===== src/rtl/load_store_unit_pkg.sv =====
// Shared definitions for the load/store unit: memory op codes (also decoded by
// the control unit), FSM state encoding and op classification helpers.
package load_store_unit_pkg;

  localparam logic [5:0] OP_LB  = 6'b010011;
  localparam logic [5:0] OP_LH  = 6'b010100;
  localparam logic [5:0] OP_LW  = 6'b010101;
  localparam logic [5:0] OP_LBU = 6'b010110;
  localparam logic [5:0] OP_LHU = 6'b010111;
  localparam logic [5:0] OP_SB  = 6'b011000;
  localparam logic [5:0] OP_SH  = 6'b011001;
  localparam logic [5:0] OP_SW  = 6'b011010;

  typedef enum logic [1:0] {
    S_IDLE = 2'd0,
    S_REQ  = 2'd1,
    S_WAIT = 2'd2,
    S_DONE = 2'd3
  } lsu_state_e;

  function automatic logic op_is_load(input logic [5:0] op);
    return (op == OP_LB) || (op == OP_LH) || (op == OP_LW) ||
           (op == OP_LBU) || (op == OP_LHU);
  endfunction

  function automatic logic op_is_store(input logic [5:0] op);
    return (op == OP_SB) || (op == OP_SH) || (op == OP_SW);
  endfunction

  function automatic logic op_is_legal(input logic [5:0] op);
    return op_is_load(op) || op_is_store(op);
  endfunction

  // Byte accesses can never fault; halfwords need bit 0 clear, words both bits.
  function automatic logic op_misaligned(input logic [5:0] op, input logic [1:0] lsb);
    logic fault;
    fault = 1'b0;
    case (op)
      OP_LH, OP_LHU, OP_SH: fault = lsb[0];
      OP_LW, OP_SW:         fault = (lsb != 2'b00);
      default:              fault = 1'b0;
    endcase
    return fault;
  endfunction

endpackage


===== src/rtl/load_store_unit_load_align.sv =====
// Selects the addressed byte/halfword lane of a read word and extends it
// according to the load flavour.
module load_align
  import load_store_unit_pkg::*;
(
  input  logic [31:0] rdata_i,
  input  logic [1:0]  addr_lsb_i,
  input  logic [5:0]  op_i,
  output logic [31:0] load_data_o
);

  logic [7:0]  byte_sel;
  logic [15:0] half_sel;

  always_comb begin
    byte_sel = rdata_i[7:0];
    case (addr_lsb_i)
      2'd0:    byte_sel = rdata_i[7:0];
      2'd1:    byte_sel = rdata_i[15:8];
      2'd2:    byte_sel = rdata_i[23:16];
      default: byte_sel = rdata_i[31:24];
    endcase
    half_sel = addr_lsb_i[1] ? rdata_i[31:16] : rdata_i[15:0];

    load_data_o = rdata_i;
    case (op_i)
      OP_LB:   load_data_o = {{24{byte_sel[7]}}, byte_sel};
      OP_LBU:  load_data_o = {24'd0, byte_sel};
      OP_LH:   load_data_o = {{16{half_sel[15]}}, half_sel};
      OP_LHU:  load_data_o = {16'd0, half_sel};
      default: load_data_o = rdata_i;
    endcase
  end

endmodule


===== src/rtl/load_store_unit.sv =====
// Load/store unit: one outstanding memory access per start, with alignment
// checking, store lane placement, load extraction and a single done pulse.
module load_store_unit
  import load_store_unit_pkg::*;
(
  input  logic        clk,
  input  logic        reset,
  input  logic        start,
  input  logic [5:0]  mem_op,
  input  logic [31:0] addr,
  input  logic [31:0] store_data,
  input  logic [4:0]  rd_in,
  output logic        busy,
  output logic        done,
  output logic [31:0] load_data,
  output logic [4:0]  rd_out,
  output logic        wb_en,
  output logic        misaligned,
  output logic        mem_req,
  output logic        mem_we,
  output logic [31:0] mem_addr,
  output logic [31:0] mem_wdata,
  output logic [3:0]  mem_be,
  input  logic        mem_gnt,
  input  logic        mem_rvalid,
  input  logic [31:0] mem_rdata
);

  lsu_state_e  state_q;
  logic [5:0]  op_q;
  logic [1:0]  addr_lsb_q;
  logic [4:0]  rd_q;
  logic        busy_q, done_q, wb_en_q, misaligned_q;
  logic        mem_req_q, mem_we_q;
  logic [31:0] mem_addr_q, mem_wdata_q, load_data_q;
  logic [3:0]  mem_be_q;

  logic        start_legal, start_fault;
  logic [3:0]  be_d;
  logic [31:0] wdata_d;
  logic [31:0] aligned_data;

  load_align u_load_align (
    .rdata_i     (mem_rdata),
    .addr_lsb_i  (addr_lsb_q),
    .op_i        (op_q),
    .load_data_o (aligned_data)
  );

  assign start_legal = op_is_legal(mem_op);
  assign start_fault = op_misaligned(mem_op, addr[1:0]);

  always_comb begin
    be_d    = '0;
    wdata_d = '0;
    case (mem_op)
      OP_SB: begin
        be_d    = 4'b0001 << addr[1:0];
        wdata_d = {4{store_data[7:0]}};
      end
      OP_SH: begin
        be_d    = 4'b0011 << addr[1:0];
        wdata_d = {2{store_data[15:0]}};
      end
      OP_SW: begin
        be_d    = '1;
        wdata_d = store_data;
      end
      default: begin
        be_d    = '0;
        wdata_d = '0;
      end
    endcase
  end

  always_ff @(posedge clk) begin
    if (reset) begin
      state_q      <= S_IDLE;
      op_q         <= '0;
      addr_lsb_q   <= '0;
      rd_q         <= '0;
      busy_q       <= 1'b0;
      done_q       <= 1'b0;
      wb_en_q      <= 1'b0;
      misaligned_q <= 1'b0;
      mem_req_q    <= 1'b0;
      mem_we_q     <= 1'b0;
      mem_addr_q   <= '0;
      mem_wdata_q  <= '0;
      mem_be_q     <= '0;
      load_data_q  <= '0;
    end else begin
      case (state_q)
        S_IDLE: begin
          if (start) begin
            op_q       <= mem_op;
            addr_lsb_q <= addr[1:0];
            rd_q       <= rd_in;
            busy_q     <= 1'b1;
            if (!start_legal || start_fault) begin
              // Faults and illegal ops complete without touching the bus.
              state_q      <= S_DONE;
              done_q       <= 1'b1;
              misaligned_q <= start_legal;
            end else begin
              state_q     <= S_REQ;
              mem_req_q   <= 1'b1;
              mem_we_q    <= op_is_store(mem_op);
              mem_addr_q  <= {addr[31:2], 2'b00};
              mem_be_q    <= be_d;
              mem_wdata_q <= wdata_d;
            end
          end
        end
        S_REQ: begin
          if (mem_gnt) begin
            mem_req_q <= 1'b0;
            mem_we_q  <= 1'b0;
            mem_be_q  <= '0;
            if (op_is_store(op_q)) begin
              state_q <= S_DONE;
              done_q  <= 1'b1;
            end else begin
              state_q <= S_WAIT;
            end
          end
        end
        S_WAIT: begin
          if (mem_rvalid) begin
            load_data_q <= aligned_data;
            wb_en_q     <= (rd_q != '0);
            done_q      <= 1'b1;
            state_q     <= S_DONE;
          end
        end
        S_DONE: begin
          done_q       <= 1'b0;
          wb_en_q      <= 1'b0;
          misaligned_q <= 1'b0;
          busy_q       <= 1'b0;
          state_q      <= S_IDLE;
        end
        default: state_q <= S_IDLE;
      endcase
    end
  end

  assign busy       = busy_q;
  assign done       = done_q;
  assign wb_en      = wb_en_q;
  assign misaligned = misaligned_q;
  assign load_data  = load_data_q;
  assign rd_out     = rd_q;
  assign mem_req    = mem_req_q;
  assign mem_we     = mem_we_q;
  assign mem_addr   = mem_addr_q;
  assign mem_wdata  = mem_wdata_q;
  assign mem_be     = mem_be_q;

endmodule


===== config.mk =====
export PLATFORM = sky130hd
export DESIGN_NAME = load_store_unit
export DESIGN_NICKNAME = d
export VERILOG_FILES = /design/src/rtl/load_store_unit_pkg.sv /design/src/rtl/load_store_unit_load_align.sv /design/src/rtl/load_store_unit.sv
export SDC_FILE = /design/constraint.sdc
export NUM_CORES = 1
export LEC_CHECK = 0
export ABC_AREA = 1
export CORE_ASPECT_RATIO = 1.4
export CORE_MARGIN = 4
export CORE_UTILIZATION = 30
export CTS_CLUSTER_SIZE = 20
export DETAILED_ROUTE_END_ITERATION = 8
export PLACE_DENSITY = 0.59
export SLEW_MARGIN = 0
export SYNTH_ARGS = -nofsm -noshare
export SYNTH_HDL_FRONTEND = slang
export SYNTH_SLANG_ARGS = --single-unit

===== constraint.sdc =====
create_clock -name clk -period 3.63 [get_ports clk]
set_input_delay 0.5445 -clock clk [delete_from_list [all_inputs] [get_ports clk]]
set_output_delay 0.5445 -clock clk [all_outputs]
set_load 0.02 [all_outputs]

==> metrics.md <==
| Metric | Value |
|---|---|
| Rows | 58 |
| Final period utilization | 0.7189 |
| Setup-failing EPs final | 0 |
| Post-cts sizing count | 0 |
| Multi-input gate area | 2653 µm² |
| Fmax | 383.2 MHz |
| Reg2reg start | op_q[1] |
| 1st-iter DRT viols | 437 |
| Placed wire-length estimate | 14.15 mm |
| H-tree depth | 4 |
| Met3 WL | 1.533 mm |
| Clk slew on worst S/H paths | 0.05 ns |
| R2r setup slk | 1.19 ns |
| Hold Path Stages | 2 |
| Switching Power | 1.537 mW |
| Port Buf Inserts | 220 |
| Post-route DRC | 0 |
| WL final | 19.64 mm |
| CP Cell Sequence | clkdlybuf4s50_1 > inv_1 > nand2_1 > nor2_2 > buf_4 > nand2_2 > a21oi_1 > nand3_2 > nor2_4 > buf_4 > nand2_1 > o21ai_0 > nor2_1 |
| Final ANT Viol Nets | 0 |
| CTS sink count | 119 |
| Clk root buf | clkbuf_16 |
| Crit path kind | in2reg |
| Top Family by Delay on Critical Path | buffers and inverters |
| Layout Area Growth over Synthesis | 54.43% |
| Clock Latency Late Sink | 0.41 ns |
| Critical Path RT | 3.91 ns |
| Slew at the pin closest to its max-slew limit | 0.9460 ns |
| Crit path max fanout | 56 |
| Top-Level Pins | 223 |
| Slew headroom | 0.3670 |
| Reg2reg path depth | 10 |
| Vias in the first global route | 5,989 |
| Min-Delay Endpoint | mem_wdata[7] |
| Nets | 1,113 |
| Met1 wire length | 7.753 mm |
| Antenna violations before repair | 0 |
| Post-synth EDFFs | 0 |
| P_int | 3.118 mW |
| Sequential area share after synthesis | 0.4378 |
| WP data arrival | 2.88 ns |
| Post-Syn Instances | 795 |
| PD cells | 554.0 nW/µm² |
| CTS Hold Bufs | 0 |
| Top-count cell post-synth | nand2_1 |
| Worst Slack Setup Final | 1.020 ns |
| Outcome | finished clean |
| CP Depth | 13 |
| Clock Path Buffers | 2 |
| FF+latch area | 2382 µm² |
| Reg power frac | 0.345 |
| Diode count | 0 |
| Mean post-synth cell area | 6.845 µm² |
| CP bufs+invs | 4 |
| Commonest cells post-synth | nand2_1 (144), nor2_1 (138), o21ai_0 (130), dfxtp_1 (119), a21oi_1 (70) |
| Router iterations before antenna repair | 5 |
| Hold/Removal Path Class | reg2reg |
| Buffers inserted during post-CTS setup optimization | 0 |
| Placed insts | 1,218 |
| Total global routing overflow | 0 |
| Max rail drop VDD | 0.2399 mV |
| WL/cell | 15.72 µm |
| DR vias/cell | 4.882 |
| Final hold vios | 0 |
| Starting Density | 0.3036 |
| Mapped cell area | 5441 µm² |
| Worst Hold Launch | mem_wdata[7] |
| Prevailing post-synth register cell | dfxtp_1 |
| Post-Layout Cell Count | 1,249 |
| Die Y-Extent | 167.4 µm |
| Overall routing resource usage | 0.1921 |
| WL met2 | 9.697 mm |
| Fill cells | 1,825 |
| Min cycle time layout | 2.610 ns |
| RSZ-0062 raised after global routing | false |
| CP startpoint kind | input pin |
| Critical R2R Capture | load_data[9] |
| Sw frac | 0.3301 |
| YS warnings | 0 |
| Fin. max-slew vios | 0 |
| MaxCap Viol Count | 0 |
| Core area | 17,920 µm² |
| Library cells used by synthesis | 27 |
| Setup tns final | 0 ns |
| First-pass GRT wire length | 31.06 mm |
| Slowest CP cell | clkdlybuf4s50_1 |
| CTS Buf Count | 17 |
| Share of cells above drive strength 1 | 0.04757 |
| Gpl congestion | 0.9354 |
| Crit-path max cell delay | 0.46 ns |
| Crit. End Element | flip-flop |
| Biggest area consumer among synthesized cells | dfxtp_1 |
| Largest net degree at the start of global routing | 57 |
| Comb power frac | 0.299 |
| Pre-CTS setup slack | 0.5966 ns |
| Worst Clk Skew | 0.006827 ns |
| TritonCTS clock tree | done |
| FFs w/ async S/R, synth | 0 |
| Pleak | 3.443 nW |
| Worst Setup SP | mem_op[2] |
| Vias | 6,098 |
| Post-synth top area share | 0.4378 |
| Die Area | 20,390 µm² |
| Top sig layer | met4 |
| Flops & latches, synth | 119 |
| Die W | 121.8 µm |
| Clk pwr share | 0.356 |
| Ranking of synthesized cells by area | dfxtp_1 (44%), o21ai_0 (12%), nand2_1 (9.9%) |
[layout by cell type (no fill, tap or decap), drive strengths merged, types with 2 or more instances in the layout]
cell type,Yosys,final
clkinvlp,0,3
nor2,141,141
ha,4,4
buf,23,11
o221ai,3,3
clkdlybuf4s50,0,220
nand4,4,4
clkbuf,26,23
nand2,145,145
o21ai,130,130
dfxtp,119,119
nor3,4,4
bufinv,0,2
o211ai,10,10
clkinv,0,3
a21oi,70,70
nand3,42,42
a31oi,17,17
inv,52,52
conb,1,2
[routing by layer]
| layer | up-vias | track usage |
|---|---|---|
| met2 | 247 | 0.3311 |
| met1 | 2764 | 0.2175 |
| met4 | 0 | 0.08142 |
| met3 | 46 | 0.05878 |
| met5 | - | 0 |
| li1 | 3041 | - |
[power groups by stage]
| stage | combinational (mW) | sequential (mW) | clock [mW] |
|---|---|---|---|
| 6_report | 1.39 | 1.61 | 1.66 |
| 5_1_grt | 1.54 | 1.63 | 1.76 |
| 4_1_cts | 1.40 | 1.61 | 1.70 |
| 3_5_place_dp | 1.40 | 1.63 | 0 |
| 3_3_place_gp | 1.39 | 1.63 | 0 |
| 2_1_floorplan | 0.627 | 1.78 | 0 |
[layout make-up]
| type | count | area share |
|---|---|---|
| clock inverters | 8 | 0.01161 |
| flip-flops and latches | 119 | 0.2835 |
| inverters | 52 | 0.02323 |
| well taps | 240 | 0.03574 |
| repair buffers | 231 | 0.2734 |
| multi-input cells | 576 | 0.3157 |
| clock buffers | 23 | 0.05688 |
[through the flow]
step | total power, mW | util | hold WS, ns | instance area [µm²]
detailed placement | 3.028 | 0.4367 | 0.4524 | 7828
global route | 4.923 | 0.4688 | 0.4814 | 8403
CTS | 4.710 | 0.4688 | 0.4621 | 8403
finish | 4.655 | 0.4688 | 0.4594 | 8403
floorplan | 2.406 | - | 0.4303 | 5445
global placement | 3.024 | 0.4367 | 0.4466 | 7828
[how the worst max path moves through the flow]
stage / to / slack, ns
finish: mem_wdata[15] / 1.02
global route: mem_wdata[15] / 0.78
CTS: mem_wdata[15] / 1.02
detailed placement: mem_wdata[15] / 0.60
global placement: mem_wdata[30] / 0.70
floorplan: mem_wdata[24] / 1.72
[registers in the layout (all words and copies together), names as in the netlist]
register and count:
busy 1, rd_out 5, state_q 2, load_data 32, mem_wdata 32, mem_req 1, done 1, addr_lsb_q 2
misaligned 1, op_q 6, mem_be 4, mem_we 1, mem_addr 30, wb_en 1
[worst reg2reg max path, cell delays in order (launching register included)]
cell and delay, ns:
dfxtp_1 0.33, nand2_1 0.10, inv_1 0.05, nand4_1 0.10, nand2_1 0.26, nor2_1 0.82, buf_4 0.36, nand2_1 0.08
nand3_1 0.12, o21ai_0 0.09, inv_1 0.07
[logic make-up (layout without fill, tap and decap cells)]
group,count (synthesis),in the layout,share of synthesized area
adders and majority gates,4,4,0.009198
other,1,2,0.0006892
and+or+nand+nor,338,338,0.2504
buffers and inverters,101,314,0.07634
AOI/OAI and AO/OA,231,231,0.2235
DFF,119,119,0.4378
muxes,1,1,0.002069
Power figures use the tool's default switching activity.
